<file path="src/rtl/llcrd_ack_pkg.sv">
// Shared constants and state encoding for the LLCRD ack scheduler.
package llcrd_ack_pkg;

  localparam int ACK_THRESH = 8;
  localparam int ACK_CNT_W  = 8;

  typedef enum logic {
    IDLE      = 1'b0,
    LLCRD_REQ = 1'b1
  } ack_sched_state_e;

endpackage

</file>
<file path="src/rtl/ack_timeout_timer.sv">
// Purpose: saturating idle-ack timer; expire fires when the last count would increment.
// Latency: expire is combinational from inc and the registered count.
// Backpressure: none; inc/clr are sampled every cycle, clr wins over inc.
module ack_timeout_timer #(
  parameter int TIMEOUT_CYCLES = 256
) (
  input  logic i_clk,
  input  logic i_rst_n,
  input  logic inc,
  input  logic clr,
  output logic expire
);

  localparam int TIMER_W = $clog2(TIMEOUT_CYCLES + 1);
  localparam logic [TIMER_W-1:0] TIMER_LAST = TIMER_W'(TIMEOUT_CYCLES - 1);
  localparam logic [TIMER_W-1:0] TIMER_MAX  = TIMER_W'(TIMEOUT_CYCLES);

  logic [TIMER_W-1:0] timer_q;

  always_ff @(posedge i_clk or negedge i_rst_n) begin
    if (!i_rst_n) begin
      timer_q <= '0;
    end else if (clr) begin
      timer_q <= '0;
    end else if (inc && (timer_q != TIMER_MAX)) begin
      timer_q <= timer_q + 1'b1;
    end
  end

  // Must not depend on clr: the caller folds expire into its clear term.
  assign expire = inc && (timer_q == TIMER_LAST);

endmodule

</file>
<file path="src/rtl/llcrd_ack_scheduler.sv">
// Purpose: returns RX acks via header Ack-bit piggyback or a full-ack LLCRD flit request.
// Latency: piggyback 0 cycles; LLCRD valid 1 cycle after force or timer expiry.
// Backpressure: tx_llcrd_valid holds until tx_llcrd_ready; piggyback is blocked meanwhile.
module llcrd_ack_scheduler
  import llcrd_ack_pkg::*;
#(
  parameter int TIMEOUT_CYCLES = 256
) (
  input  logic                 i_clk,
  input  logic                 i_rst_n,
  input  logic                 retry_set_ack_bit,
  input  logic [ACK_CNT_W-1:0] retry_num_ack,
  input  logic                 llr_state_normal,
  input  logic                 tx_hdr_slot_valid,
  input  logic                 i_force_full_ack,
  output logic                 o_tx_ack_bit,
  output logic                 controller_dec_num_ack,
  output logic                 tx_llcrd_valid,
  input  logic                 tx_llcrd_ready,
  output logic [ACK_CNT_W-1:0] tx_llcrd_full_ack,
  output logic                 controller_llcrd_full_ack_sent
);

  ack_sched_state_e state_q, state_d;

  logic has_ack;
  logic piggy;
  logic timer_inc;
  logic timer_clr;
  logic timer_expire;
  logic go_req;
  logic llcrd_hs;

  assign has_ack   = (retry_num_ack != '0);
  assign piggy     = (state_q == IDLE) && llr_state_normal && tx_hdr_slot_valid && retry_set_ack_bit;
  assign timer_inc = (state_q == IDLE) && llr_state_normal && has_ack && !piggy;
  assign timer_clr = piggy || !has_ack || go_req;

  ack_timeout_timer #(
    .TIMEOUT_CYCLES(TIMEOUT_CYCLES)
  ) u_timer (
    .i_clk  (i_clk),
    .i_rst_n(i_rst_n),
    .inc    (timer_inc),
    .clr    (timer_clr),
    .expire (timer_expire)
  );

  always_ff @(posedge i_clk or negedge i_rst_n) begin
    if (!i_rst_n) begin
      state_q <= IDLE;
    end else begin
      state_q <= state_d;
    end
  end

  always_comb begin
    state_d  = state_q;
    go_req   = 1'b0;
    llcrd_hs = 1'b0;
    case (state_q)
      IDLE: begin
        // Force and piggyback may coincide; the LLCRD then carries the remainder.
        if (has_ack && (timer_expire || i_force_full_ack)) begin
          go_req  = 1'b1;
          state_d = LLCRD_REQ;
        end
      end
      LLCRD_REQ: begin
        if (tx_llcrd_ready) begin
          llcrd_hs = 1'b1;
          state_d  = IDLE;
        end
      end
      default: state_d = IDLE;
    endcase
  end

  assign o_tx_ack_bit                   = piggy;
  assign controller_dec_num_ack         = piggy;
  assign tx_llcrd_valid                 = (state_q == LLCRD_REQ);
  assign tx_llcrd_full_ack              = retry_num_ack;
  assign controller_llcrd_full_ack_sent = llcrd_hs;

endmodule

</file>
<file path="config.mk">
export PLATFORM = sky130hd
export DESIGN_NAME = llcrd_ack_scheduler
export DESIGN_NICKNAME = d
export VERILOG_FILES = /design/src/rtl/llcrd_ack_pkg.sv /design/src/rtl/ack_timeout_timer.sv /design/src/rtl/llcrd_ack_scheduler.sv
export SDC_FILE = /design/constraint.sdc
export NUM_CORES = 1
export LEC_CHECK = 0
export BUFFER_PORTS_ARGS = -buffer_cell sky130_fd_sc_hd__buf_4
export CAP_MARGIN = 20
export CORE_UTILIZATION = 40
export DETAILED_ROUTE_END_ITERATION = 16
export PLACE_DENSITY = 0.75
export SLEW_MARGIN = 15
export SYNTH_ARGS = -nofsm -noshare
export SYNTH_HDL_FRONTEND = slang
export SYNTH_SLANG_ARGS = --single-unit
</file>
<file path="constraint.sdc">
create_clock -name i_clk -period 2.38 [get_ports i_clk]
set_clock_uncertainty 0.1 [all_clocks]
set_input_delay 0 -clock i_clk [delete_from_list [all_inputs] [get_ports i_clk]]
set_output_delay 0 -clock i_clk [all_outputs]
set_load 0.01 [all_outputs]
</file>
==> impl_metrics.csv <==
group,metric,value,unit
die,rows,14,
yosys,syn-num-nets,96,
clock_tree,path_clk_slew,0.07,ns
placed_design,dp_cells,110,
grt,grt_pass1_wl,2730,µm
worst_hold_path,hp-class,"input port to output port",
clock_tree,cts_tree,"done",
worst_setup_path,reg2regPathDepth,6,
yosys,synthDistinctLibCells,22,
worst_setup_path,critPathLaunch,"u_timer.timer_q[0]",
worst_setup_path,arrival,2.31,ns
cells_and_area,final_cell_mix,"buf_4, a21oi_1, dfrtp_1",
cells_and_area,nets,121,
pwr,leakagePower,0.000418,µW
worst_setup_path,crit_required,2.46,ns
grt,grtUsageMet2,27.9,%
yosys,synth_area_leaders,"dfrtp_1, buf_4, or4_1",
grt,grt_max_degree,17,
grt,grt_busiest_layer,"met2",
clock_tree,cts_max_level,1,
worst_setup_path,endpoint,"u_timer.timer_q[4]",
drt,drt_iter0_markers,18,
cells_and_area,area_growth,31.1,%
pwr,p_switching,143,µW
yosys,synth_area_per_cell,9.08,µm²
worst_setup_path,path_max_fanout,16,
sta,rsz0062_at_grt,"false",
cells_and_area,instances_no_fill,118,
drt,dr.pass1.iters,10,
yosys,synth_top_cell_by_area,"dfrtp_1",
sta,timing.final.crit_share,93.7,%
flow_run,max-cap-violations,0,
clock_tree,worstSkewPairLatency,0.27,ns
yosys,ys_warn_count,0,
drt,vias_per_cell,5.69,
yosys,yosys.area_share.simple,24.6,%
yosys,syn-cell-area,708,µm²
cells_and_area,final_common_cell,"buf_4",
sta,holdWs,0.0841,ns
clock_tree,clock_sinks,10,
die,start_util,44.9,%
pwr,power.density,525,nW/µm²
worst_setup_path,cp-start-kind,"register",
drt,post-route-drc-count,2,
sta,drv_slew,0,
clock_tree,root_buffer,"clkbuf_4",
die,fp.dieW,44.1,µm
die,core_area,1580,µm²
yosys,synth-xor-area-share,1.24,%
drt,routed_wl,1640,µm
pwr,netSwitchingFraction,29.4,%
die,die_h,44.1,µm
pwr,comb_power_share,27.4,%
yosys,synth_top_family_by_area,"simple AND/OR/NAND/NOR gates",
placed_design,dp_hpwl,1220,µm
grt,grt_util_all_layers,19.0,%
drt,vias,672,
sta,relSlewSlack,68.7,%
yosys,syn_inst,78,
worst_setup_path,critPathKind,"register to register",
status,outcome,"finished, violations left",
sta,timing.fmax,448,MHz
worst_setup_path,r2r-end,"u_timer.timer_q[4]",
status,violations,"DRC",
pwr,internal_power,344,µW
yosys,yosysTopAreaCellShare,35.3,%
yosys,synth_fa_ha_area_share,5.30,%
sta,layout_min_cycle_time,2.23,ns
placed_design,portBuffers,26,
sta,worst_pin_slew,0.467,ns
pwr,power_frac_seq,41.6,%
sta,finalSetupTns,0,ns
yosys,synth-compound-area-share,18.7,%
worst_setup_path,critPathCaptureType,"register",
sta,hold_violations,0,
placed_design,dpl_cell_area,851,µm²
yosys,synth.area.mux_share,1.41,%
placed_design,gp_congestion,0.912,
worst_setup_path,r2r_slack,0.15,ns
pwr,p_clk_share,31.1,%
worst_setup_path,r2r_start,"u_timer.timer_q[0]",
cells_and_area,drive_gt1_share,33.3,%
grt,grt_overflow,0,
drt,wire_per_inst,13.9,µm
yosys,ys_ff_latch,10,
die,ios,27,
cells_and_area,diodes,0,
drt,drtAntennaViolNets,0,
grt,grtUsageMet3,6.12,%
pwr,ir_drop,0.000420,V
die,die_area,1940,µm²
grt,grt_pass1_vias,623,
yosys,ys_seq_area_share,35.3,%
cells_and_area,design_area,928,µm²
grt,antenna_found_initial,0,
sta,setup_violations,0,
grt,grt_use_met1,26.0,%
clock_tree,tritoncts.num_buffers,3,
clock_tree,cts_buffer_depth,2,
-- flip-flops by register name (all words and copies together) (netlist names) --
register / flops
tx_llcrd_valid: 1
u_timer.timer_q: 9
-- cell usage after synthesis --
cell type and instances:
and4_1 2, nand3_1 1, dfrtp_1 10, a21oi_1 10
ha_1 3, buf_2 1, nor2_1 4, buf_4 10
xnor2_1 1, a21o_1 1, nand2_1 4, or4_1 8
or2_2 1, inv_1 4, o31ai_1 7, mux2i_1 1
and2_1 2, a221o_1 1, o22ai_2 1, nand4_1 2
nand2b_1 2, nor4b_1 2
-- cells by family after synthesis --
family,count (synthesis)
AND/OR/NAND/NOR,28
AO/OA/AOI/OAI,20
XOR/XNOR,1
adder cells (fa/ha/maj),3
buffers and inverters,15
multiplexers,1
flip-flops,10
-- metal layers --
layer / part of all wire, % / up-vias
met5: 0 / -
met4: 1.4 / 0
met1: 46 / 314
li1: - / 334
met2: 47 / 20
met3: 4.9 / 4
-- final cells by class --
type                       count  area, µm²
fill                         143        648
multi-input combinational     53        364
clock buffer                   4       36.3
inverter                       4       15.0
timing repair buffer          31        243
sequential                    10        250
tap                           16       20.0
-- stage by stage --
stage / utilization, % / power (µW) / worst slack [ns]
finish: 58.9 / 487 / 0.149
detailed placement: 54.0 / 327 / 0.131
global route: 58.9 / 514 / 0.0682
global placement: 54.0 / 320 / 0.249
CTS: 58.8 / 485 / 0.120
floorplan: - / 276 / 0.488
-- power groups by stage --
stage	Clock, µW	Sequential, µW	Combinational, µW
detailed placement	0	205	122
CTS	153	202	130
finish	151	203	133
global route	164	205	145
floorplan	0	202	73.9
global placement	0	203	117
-- worst max-delay path, cell delays in order, from the launching register on --
cell	delay [ns]
dfrtp_1	0.41
inv_1	0.09
ha_1	0.20
nor4b_1	0.15
a221o_2	0.50
or4_1	0.50
a21oi_1	0.19
-- how the worst min path moves through the flow --
stage / slack, ns / to / startpoint / cells after the start
after floorplan: -0.40 / tx_llcrd_valid / i_rst_n / 0
after global placement: -0.26 / u_timer.timer_q[3] / i_rst_n / 1
after detailed placement: -0.26 / u_timer.timer_q[3] / i_rst_n / 1
after CTS: 0.09 / tx_llcrd_full_ack[1] / retry_num_ack[1] / 2
after global routing: 0.09 / tx_llcrd_full_ack[7] / retry_num_ack[7] / 2
final: 0.08 / tx_llcrd_full_ack[1] / retry_num_ack[1] / 2
-- what timing repair did --
item                       CTS  global route
buffers inserted             0             0
setup endpoints to repair    0             2
gates resized for setup      0             1
hold endpoints to repair    11             0
hold buffers                 4             0
Power figures use the tool's default switching activity.
